`src/rtl/fifo_wr_ptr_ctrl.sv`:
```
// Write-side pointer control for an async FIFO: binary/Gray write pointer,
// full / almost-full / level from the synchronized read pointer, sticky overflow.
module fifo_wr_ptr_ctrl #(
  parameter int unsigned ADDR_W       = 3,
  parameter int unsigned AFULL_THRESH = 6
) (
  input  logic              a_clk,
  input  logic              a_rst_n,
  input  logic              wr_req,
  input  logic [ADDR_W:0]   rd_gptr_sync,
  input  logic              clr_ovf,
  output logic              wr_en_mem,
  output logic [ADDR_W-1:0] wr_addr,
  output logic [ADDR_W:0]   wr_gptr,
  output logic              full,
  output logic              almost_full,
  output logic [ADDR_W:0]   wr_level,
  output logic              overflow
);

  localparam int unsigned PW = ADDR_W + 1;
  localparam logic [PW-1:0] AFULL_LVL = PW'(AFULL_THRESH);

  function automatic logic [PW-1:0] gray2bin(input logic [PW-1:0] g);
    logic [PW-1:0] b;
    b[PW-1] = g[PW-1];
    for (int i = int'(PW) - 2; i >= 0; i--) begin
      b[i] = b[i+1] ^ g[i];
    end
    return b;
  endfunction

  logic [PW-1:0] wr_bin_q,  wr_bin_d;
  logic [PW-1:0] wr_gptr_q, wr_gptr_d;
  logic [PW-1:0] level_q,   level_d;
  logic          full_q,    full_d;
  logic          afull_q,   afull_d;
  logic          ovf_q,     ovf_d;
  logic [PW-1:0] rd_bin;
  logic          accept;

  // Reset gates the strobe so no write escapes while flops are held clear.
  assign accept    = wr_req & ~full_q & a_rst_n;
  assign wr_en_mem = accept;

  always_comb begin
    wr_bin_d  = wr_bin_q;
    wr_gptr_d = wr_gptr_q;
    rd_bin    = gray2bin(rd_gptr_sync);
    if (accept) begin
      wr_bin_d = wr_bin_q + PW'(1);
    end
    wr_gptr_d = wr_bin_d ^ (wr_bin_d >> 1);
    level_d   = wr_bin_d - rd_bin;
    // Full when the next write pointer is one lap ahead of the read pointer.
    full_d    = (wr_gptr_d == {~rd_gptr_sync[PW-1:PW-2], rd_gptr_sync[PW-3:0]});
    afull_d   = (level_d >= AFULL_LVL);
    ovf_d     = (wr_req & full_q) | (ovf_q & ~clr_ovf);
  end

  always_ff @(posedge a_clk or negedge a_rst_n) begin
    if (!a_rst_n) begin
      wr_bin_q  <= '0;
      wr_gptr_q <= '0;
      level_q   <= '0;
      full_q    <= 1'b0;
      afull_q   <= 1'b0;
      ovf_q     <= 1'b0;
    end else begin
      wr_bin_q  <= wr_bin_d;
      wr_gptr_q <= wr_gptr_d;
      level_q   <= level_d;
      full_q    <= full_d;
      afull_q   <= afull_d;
      ovf_q     <= ovf_d;
    end
  end

  assign wr_addr     = wr_bin_q[ADDR_W-1:0];
  assign wr_gptr     = wr_gptr_q;
  assign full        = full_q;
  assign almost_full = afull_q;
  assign wr_level    = level_q;
  assign overflow    = ovf_q;

endmodule

```
`config.mk`:
```
export PLATFORM = sky130hd
export DESIGN_NAME = fifo_wr_ptr_ctrl
export DESIGN_NICKNAME = d
export VERILOG_FILES = /design/src/rtl/fifo_wr_ptr_ctrl.sv
export SDC_FILE = /design/constraint.sdc
export NUM_CORES = 1
export LEC_CHECK = 0
export BUFFER_PORTS_ARGS = -buffer_cell sky130_fd_sc_hd__buf_2
export CORE_ASPECT_RATIO = 0.5
export CORE_UTILIZATION = 27
export CTS_BUF_LIST = sky130_fd_sc_hd__clkbuf_8
export DETAILED_ROUTE_END_ITERATION = 10
export GPL_TIMING_DRIVEN = 0
export SETUP_SLACK_MARGIN = 0.4
export SLEW_MARGIN = 5
export SYNTH_ARGS = -nofsm -noshare
export SYNTH_HDL_FRONTEND = slang
export SYNTH_SLANG_ARGS = --single-unit
```
`constraint.sdc`:
```
create_clock -name a_clk -period 4.3 [get_ports a_clk]
set_clock_uncertainty 0.2 [all_clocks]
set_input_delay 0.43 -clock a_clk [delete_from_list [all_inputs] [get_ports a_clk]]
set_output_delay 0.43 -clock a_clk [all_outputs]
set_load 0.1 [all_outputs]
```
After elaboration in Yosys (flattened, before gate mapping):

Index checks and enable logic that the tools add are counted.

* flip-flop bits (word level): 15
* word-level logic and storage cells: 23
* bits in latches: 0
* memories kept: 0
* bits in read-only memories: 0
* output and inout bits: 15
* RAM bits: 0
* input bits: 8

* add/sub/neg operators: 2
* reductions and logical operators: 0
* shift-type cells: 0
* $lt $le $gt $ge: 1
* multiply operators: 0
* bitwise operators: 12
* equal/unequal tests: 1
* mux-type cells: 1
* div/mod/pow operators: 0

Operators with widths (number)
* 4-bit by 1-bit adder with 4-bit output, second input constant: 1
* 1-bit bitwise AND: 4
* 4-bit equality test: 1
* 4-bit by 3-bit greater-or-equal comparator with 1-bit output, second input constant: 1
* 4-bit 2-to-1 mux: 1
* 4-bit subtractor: 1
* 4-bit by 3-bit bitwise XOR with 4-bit output: 1
* 1-bit bitwise XOR: 3
* 1-bit inverter: 2
* 2-bit inverter: 1
* 1-bit bitwise OR: 1

Logic depth before layout (Yosys ltp):

Gate-level depths: netlist (run 1).

* depth after elaboration: 6
* gate-level depth with buffers: 10
* depth with buffers taken out: 10

Worst setup path before layout (run 1):

OpenSTA, ideal clock, no wires.

* path type: reg-to-reg
* start: register wr_bin_q[0]
* end: register afull_q (netlist: almost_full)
* setup time: 132 ps
* buffers on the path: 0
* required time: 3968 ps
* arrival: 2876 ps
* cell stages (with the launch flop): 10
* path slack: 1092 ps
* period minus slack after synthesis: 3208 ps
* cell sequence: dfrtp_1 ha_1 mux2i_1 inv_1 ha_1 nor2b_1 nor3b_1 mux2_2 o21ai_0 nand3b_1

* word-level cells in the longest chain between the ends: 4

RTL lines
* start: declaration: RTL line 33 `logic [PW-1:0] wr_bin_q, wr_bin_d;`
* start signal: assignment: RTL line 70 `wr_bin_q <= wr_bin_d;`
* 4-bit by 1-bit adder with 4-bit output: RTL line 51 `wr_bin_d = wr_bin_q + PW'(1);`
* 4-bit 2-to-1 mux: RTL line 50 `if (accept) begin`
* via wr_bin_d[1]: RTL line 33
* 4-bit subtractor: RTL line 54 `level_d = wr_bin_d - rd_bin;`
* 4-bit by 3-bit greater-or-equal comparator with 1-bit output: RTL line 57 `afull_d = (level_d >= AFULL_LVL);`
* via afull_d: RTL line 37 `logic afull_q, afull_d;`
* end signal: assignment: RTL line 74 `afull_q <= afull_d;`
* end: declaration: RTL line 37

The timed path passes the listed nets, and every way through them passes these cells.

Final worst setup path (run 1):

* start: input port a_rst_n
* end: register afull_q (netlist: almost_full)

* word-level cells in the longest chain between the ends: 4

RTL lines
* start: declaration: RTL line 8 `input logic a_rst_n,`
* 1-bit bitwise AND: RTL line 43 `assign accept = wr_req & ~full_q & a_rst_n;`
* 4-bit 2-to-1 mux: RTL line 50
* via wr_bin_d[1]: RTL line 33
* 4-bit subtractor: RTL line 54
* 4-bit by 3-bit greater-or-equal comparator with 1-bit output: RTL line 57
* via afull_d: RTL line 37

The timed path passes the listed nets, and every way through them passes these cells.

==> flow_metrics.tcl, run 1 <==
set metrics [dict create \
    synth_area_sq_um 773.2 \
    rsz0062_at_grt "false" \
    netlist-cell-type-count 24 \
    drv_slew 0 \
    setup_tns_ps 0 \
    drv_cap 0 \
    antenna_found_initial 0 \
    cts.sinks 14 \
    cts_setup_buffers 0 \
    cts_root_buf "clkbuf_8" \
    grt_max_degree 17 \
    area_growth_syn_to_layout_pct 26.86 \
    outcome "complete, no violations" \
    port_buffers 22 \
    place_area_sq_um 929.6 \
    arrival_ps 3300 \
    drt_pass1_iterations 4 \
    ys_seq_area_share_pct 45.31 \
    start_kind "input pin" \
    wl_per_cell_um 10.17 \
    worstMarginPinSlew_ps 489.1 \
    fmax_mhz 295.5 \
    synth_seq_cells 14 \
    required_ps 4220 \
    fin_crit_sh_pct 78.70 \
    synth_area_per_cell_sq_um 11.05 \
    clock_insertion_delay_worst_skew_ps 240 \
    die_x_um 77.68 \
    cts_buffers 3 \
    ys_warn_count 0 \
    coreArea_sq_mm 0.002651 \
    drt-initial-drc-count 22 \
    diodes 0 \
    path_max_fanout 16 \
    ios 23 \
    setup_viol 0 \
    dieHeight_um 39.84 \
    layout_min_cycle_time_ps 3384 \
    fin_util_pct 37.00 \
    drive_gt1_share_pct 31.25 \
    drc 0 \
    worstPathCellList "dlygate4sd3_1, buf_2, nand3b_2, mux2i_1, inv_1, ha_1, nor2b_1, nor3b_1, mux2_2, o21ai_0, nand3b_1" \
    slowest_delay_ps 520 \
    grt_remaining_overflow 0 \
    fin_nets 110 \
    fp-row-count 13 \
    cts_tree "built" \
    min_path_type "in -> reg" \
    slowest_stage "dlygate4sd3_1" \
    netlist_instances 70 \
    hold_viol_final 0 \
    slew_headroom_pct 67.62 \
    grt_pass1_wl_mm 2.090 \
    critical_path_class "in -> reg" \
    first_global_vias 456 \
    finalWeightedCongestion 0.7090 \
    vias 560 \
    cts-htree-levels 1 \
    die_area_sq_mm 0.003095 \
    track_usage_pct 9.320 \
    cts_max_path_buffers 2 \
    clkTransAtPathRegs_ps 50 \
    syn-num-nets 82 \
    viasPerCell 4.211 \
    dp_hpwl_mm 1.128 \
    end_kind "flop" \
    ant_nets 0 \
    drt_wl_total_mm 1.352 \
    hold_slack_ps 160.9 \
    path_buf_inv 3 \
    design_area_sq_um 980.9 \
    floorplan.initialDensity_pct 29.16 \
    critical-path-top-delay-family "buffers and inverters" \
]
==> state kept, by name, summed over array words and instances (netlist names) <==
register	cells
wr_bin_q	4
wr_level	4
wr_gptr	3
almost_full	1
full	1
overflow	1
==> final cells by class <==
| type | instances | area, sq um |
|---|---|---|
| fill | 271 | 1670 |
| multi-input combinational | 48 | 392.9 |
| sequential | 14 | 350.3 |
| timing repair buffer | 23 | 120.1 |
| tap | 37 | 46.29 |
| clock buffer | 3 | 41.29 |
| inverter | 8 | 30.03 |
==> through the flow <==
step / setup WS [ps] / cells
final: 915.9 / 133
after CTS: 860.3 / 133
after global placement: 1177 / 129
after detailed placement: 1143 / 129
after floorplan: 1092 / 70
after global routing: 579.7 / 133
==> timing repair <==
action / 4_1_cts / 5_1_grt
hold buffers: 1 / 0
resized for setup: 0 / 0
hold endpoints to repair: 14 / 0
==> logic make-up (layout without fill, tap and decap cells) <==
logic type / Yosys count / count (layout) / share of synthesized area (%)
DFF: 14 / 14 / 45.31
adders and majority gates: 4 / 4 / 7.444
buffers and inverters: 8 / 34 / 3.884
and+or+nand+nor: 20 / 20 / 15.53
muxes: 3 / 3 / 4.045
AOI/OAI and AO/OA: 6 / 6 / 5.824
xor gates and xnor gates: 15 / 15 / 17.96
==> path summary, 6_finish.rpt <==
kind                                            start                    end  slack (ps)  depth (start not counted)
min in group asynchronous                     a_rst_n  wr_level[1]$_DFF_PN0_         430                          2
max in group asynchronous                     a_rst_n  wr_bin_q[3]$_DFF_PN0_        3210                          2
worst min register to register         full$_DFF_PN0_     overflow$_DFF_PN0_         330                          2
worst max register to register  wr_bin_q[0]$_DFF_PN0_  almost_full$_DFF_PN0_        1470                          9
worst max-delay path                          a_rst_n  almost_full$_DFF_PN0_         920                         11
worst min-delay path                          clr_ovf     overflow$_DFF_PN0_         160                          2
==> layer usage <==
layer / global-route usage, % / part of all wire (%) / vias to the layer above / wire [um]
met5: 0 / 0 / - / 0
met4: 2.830 / 0.96 / 0 / 13
met3: 3.256 / 5.3 / 3 / 71
met2: 16.37 / 51 / 11 / 686
met1: 11.07 / 43 / 264 / 581
li1: - / - / 282 / -
==> Yosys cell counts (all sizes together) <==
cell / n / area share, %
nand3: 3 / 1.9
ha: 3 / 4.9
or3: 1 / 0.81
a21oi: 1 / 0.65
nor2: 3 / 1.5
mux2: 1 / 1.5
a221oi: 1 / 1.9
mux2i: 2 / 2.6
inv: 8 / 3.9
o21bai: 2 / 1.9
nand2: 3 / 1.5
nand3b: 2 / 2.4
nor2b: 1 / 0.81
nand4b: 1 / 1.9
nand2b: 1 / 0.81
xnor2: 10 / 11
xor2: 5 / 6.6
o21ai: 2 / 1.3
nor3b: 2 / 1.9
nor3: 3 / 1.9
dfrtp: 14 / 45
fa: 1 / 2.6
==> placed cells by master, fill, tap and decap left out, drive strengths merged, types with 2 or more instances in the layout <==
cell type and n:
clkbuf 3, o21ai 2, nand2 3, nand3 3
inv 8, buf 22, ha 3, mux2i 2
nor3 3, nand3b 2, nor2 3, dfrtp 14
xnor2 10, o21bai 2, nor3b 2, xor2 5
Power of run 1 is left out: the tool's default activity adds up to more than one toggle a clock period on the data nets, which glitch-free logic cannot reach.
==> run 2: changes to the inputs <==
clock period = 2.8 ns   (was 4.3 ns; I/O delays follow)
==> run 2 against run 1 <==
Compared with the run above:
- non-clock buffer count rose by 9
- routed wire length rose by 15%
- cell area rose by 25%
- worst hold slack got worse by 160 ps
- utilization rose by 9.1 points
- critical endpoint unchanged
==> flow_metrics.tcl, run 2 (same netlist as run 1, synthesis figures left out) <==
set metrics [dict create \
    reg2reg_depth 9 \
    area_growth_syn_to_layout_pct 58.09 \
    min_path_type "in -> reg" \
    die_area_sq_mm 0.003095 \
    r2r-end "almost_full$_DFF_PN0_" \
    rr_startpoint "wr_bin_q[1]$_DFF_PN0_" \
    drt_wl_total_mm 1.559 \
    slowest_stage "dfrtp_4" \
    antenna_found_initial 0 \
    fp-row-count 13 \
    slowest_delay_ps 510 \
    cts_tree "built" \
    dp_cells 129 \
    path_buf_inv 1 \
    dp_hpwl_mm 1.077 \
    grt_remaining_overflow 0 \
    setup_viol 0 \
    port_buffers 22 \
    diodes 0 \
    clkTransAtPathRegs_ps 60 \
    setup_tns_ps 0 \
    drt_pass1_iterations 4 \
    layout_min_cycle_time_ps 2341 \
    final_cells 143 \
    crit_end "almost_full$_DFF_PN0_" \
    fin_crit_sh_pct 83.61 \
    r2r_setup_slack_ps 460 \
    fmax_mhz 427.2 \
    outcome "complete, no violations" \
    drt-initial-drc-count 35 \
    rsz0062_at_grt "true" \
    track_usage_pct 10.36 \
    grt_max_degree 15 \
    cts.sinks 14 \
    cts-htree-levels 1 \
    dieHeight_um 39.84 \
    cp-startpoint "wr_bin_q[1]$_DFF_PN0_" \
    first_global_vias 493 \
    drc 0 \
    start_kind "flop" \
    crit_cells 9 \
    viasPerCell 4.252 \
    ios 23 \
    drv_slew 0 \
    clock_insertion_delay_worst_skew_ps 240 \
    coreArea_sq_mm 0.002651 \
    cts_buffers 3 \
    grt_pass1_wl_mm 2.256 \
    critical-path-top-delay-family "adder cells" \
    drive_gt1_share_pct 55.66 \
    vias 608 \
    hold_slack_ps 3.973 \
    cts_max_path_buffers 2 \
    required_ps 2780 \
    die_x_um 77.68 \
    floorplan.initialDensity_pct 29.16 \
    slew_headroom_pct 56.81 \
    worstMarginPinSlew_ps 645.8 \
    critical_path_class "reg -> reg" \
    fin_util_pct 46.11 \
    path_max_fanout 5 \
    hold_viol_final 0 \
    arrival_ps 2320 \
    drv_cap 0 \
    finalWeightedCongestion 0.7254 \
    layout_commonest_cell "buf_2" \
    worstPathCellList "ha_4, mux2i_4, inv_2, ha_4, nor2b_4, nor3_2, mux2_4, nor3_2, nand3b_1" \
    ant_nets 0 \
    end_kind "flop" \
    most-common-layout-cells "buf_2, dfrtp_1, xnor2_1, buf_4, inv_1" \
    wl_per_cell_um 10.90 \
    cts_root_buf "clkbuf_8" \
    fin_nets 119 \
]
run 2: worst min-delay path by stage:
stage,cells past startpoint,end,startpoint
2_1_floorplan,0,almost_full$_DFF_PN0_,a_rst_n
3_3_place_gp,1,wr_level[3]$_DFF_PN0_,a_rst_n
3_5_place_dp,1,wr_bin_q[2]$_DFF_PN0_,a_rst_n
4_1_cts,2,overflow$_DFF_PN0_,clr_ovf
5_1_grt,2,overflow$_DFF_PN0_,clr_ovf
6_report,2,overflow$_DFF_PN0_,clr_ovf
run 2: per-stage QoR:
stage / cell area [sq um] / setup WS, ps
finish: 1222 / 459.0
detailed placement: 1002 / 153.3
CTS: 1111 / 419.9
floorplan: 845.8 / 324.2
global placement: 1002 / 178.9
global route: 1222 / 362.4
run 2: layout make-up:
cell class                 instances  area (sq um)
sequential                        14         361.6
timing repair buffer              32         200.2
clock buffer                       4         55.05
tap                               37         46.29
fill                             243          1429
inverter                           8         30.03
multi-input combinational         48         529.3
run 2: what timing repair did:
action,in CTS,in global routing
hold buffers,1,0
gates resized for setup,2,9
setup buffers,4,5
hold endpoints to repair,14,0
pin swaps,2,3
setup endpoints to repair,2,2
run 2: per-layer routing:
metal	track usage (%)	vias up	share of wire, %
met1	13.19	292	46
met2	15.93	15	47
met3	4.651	0	6.5
li1	-	301	-
met5	0	-	0
met4	2.830	0	0
Power of run 2 is left out for the same reason.
==> run 3: changes to the inputs <==
clock period = 2.39 ns   (was 2.8 ns; I/O delays follow)
==> run 3 against run 2 <==
Compared with the run above:
- utilization up 4.2 points
- via count up 5.6%
- fmax rose by 0.40%
- highest routed layer unchanged
==> flow_metrics.tcl, run 3 (same netlist as run 1, synthesis figures left out) <==
set metrics [dict create \
    critical_path_class "reg -> reg" \
    clock_insertion_delay_worst_skew_ps 240 \
    diodes 0 \
    path_max_fanout 3 \
    drt_wl_total_mm 1.650 \
    start_kind "flop" \
    first_global_vias 529 \
    use_met1_pct 15.32 \
    viasPerCell 4.309 \
    hold_slack_ps 107.9 \
    final_cells 149 \
    drc 0 \
    grt_remaining_overflow 0 \
    dp_hpwl_mm 1.149 \
    cts_root_buf "clkbuf_8" \
    cts.sinks 14 \
    met2_usage_pct 18.58 \
    cp-startpoint "full$_DFF_PN0_" \
    die_area_sq_mm 0.003095 \
    cts-htree-levels 1 \
    place_area_sq_mm 0.001017 \
    rr_startpoint "full$_DFF_PN0_" \
    r2r-end "almost_full$_DFF_PN0_" \
    end_kind "flop" \
    reg2reg_depth 10 \
    num-fill-cells 231 \
    cts_tree "built" \
    port_buffers 22 \
    setup_viol 0 \
    design_area_sq_mm 0.001335 \
    clkTransAtPathRegs_ps 50 \
    dp_cells 129 \
    fin_crit_sh_pct 97.56 \
    coreArea_sq_mm 0.002651 \
    drv_slew 0 \
    dieHeight_um 39.84 \
    fmax_mhz 428.9 \
    track_usage_pct 11.22 \
    area_growth_syn_to_layout_pct 72.65 \
    ant_nets 0 \
    slew_headroom_pct 57.84 \
    fp-row-count 13 \
    top_usage_layer "met2" \
    grt_pass1_wl_mm 2.539 \
    fin_nets 125 \
    drt_pass1_iterations 2 \
    outcome "complete, no violations" \
    required_ps 2310 \
    wl_per_cell_um 11.07 \
    r2r_setup_slack_ps 60 \
    worst_slack_ps 58.33 \
    grt_max_degree 15 \
    hold_viol_final 0 \
    antenna_found_initial 0 \
    floorplan.initialDensity_pct 29.16 \
    ios 23 \
    most-common-layout-cells "buf_2, buf_4, dfrtp_1, xnor2_1, inv_1" \
    worstHoldStart "wr_req" \
    drv_cap 0 \
    finalWeightedCongestion 0.7108 \
    drt-initial-drc-count 37 \
    cts_max_path_buffers 2 \
    die_x_um 77.68 \
    drive_gt1_share_pct 60.71 \
    crit_end "almost_full$_DFF_PN0_" \
    vias 642 \
    cts_buffers 3 \
    dp_slack_ps -124.4 \
    layout_min_cycle_time_ps 2332 \
    rsz0062_at_grt "true" \
    layout_commonest_cell "buf_2" \
    worstMarginPinSlew_ps 630.3 \
    met3_usage_pct 3.488 \
    arrival_ps 2260 \
    min_path_type "in -> reg" \
]
-- run 3: critical path: stages (launching register included) --
cell and delay (ps):
dfrtp_4 460, nand3b_4 200, buf_12 150, xor2_4 190, ha_4 180, inv_2 40, fa_2 350, xnor2_2 150
xnor2_1 140, nand2_1 80, nand3b_1 70
-- run 3: worst min-delay path by stage --
stage                                       end  slack [ps]  cells past startpoint
final                        overflow$_DFF_PN0_         110                      3
after global routing         overflow$_DFF_PN0_         130                      3
after floorplan           almost_full$_DFF_PN0_        -260                      0
after CTS                    overflow$_DFF_PN0_          90                      3
after detailed placement   wr_gptr[1]$_DFF_PN0_         -20                      1
after global placement     wr_gptr[1]$_DFF_PN0_         -30                      1
-- run 3: repair_timing --
| action | CTS | global route |
|---|---|---|
| setup endpoints to repair | 5 | 5 |
| hold buffers | 2 | 0 |
| setup buffers | 9 | 5 |
| pin swaps | 3 | 6 |
| hold endpoints to repair | 15 | 0 |
| gates resized for setup | 6 | 10 |
-- run 3: final cells by class --
class | count | area [sq um] | area share, %
Timing Repair Buffer | 38 | 262.8 | 19.68
Tap cell | 37 | 46.29 | 3.468
Multi-Input combinational cell | 48 | 578.1 | 43.30
Clock buffer | 4 | 55.05 | 4.124
Inverter | 8 | 30.03 | 2.249
Sequential cell | 14 | 362.8 | 27.18
-- run 3: through the flow --
step | setup TNS, ps | util [%]
finish | 0 | 50.35
global placement | -215.6 | 38.37
global route | -51.53 | 50.35
floorplan | -165.2 | -
detailed placement | -228.8 | 38.37
CTS | 0 | 45.97
-- run 3: per-layer routing --
metal,up-vias,wire [um]
met2,12,808
met1,314,789
met4,0,0
met5,-,0
met3,0,52
li1,316,-
Power of run 3 is left out for the same reason.
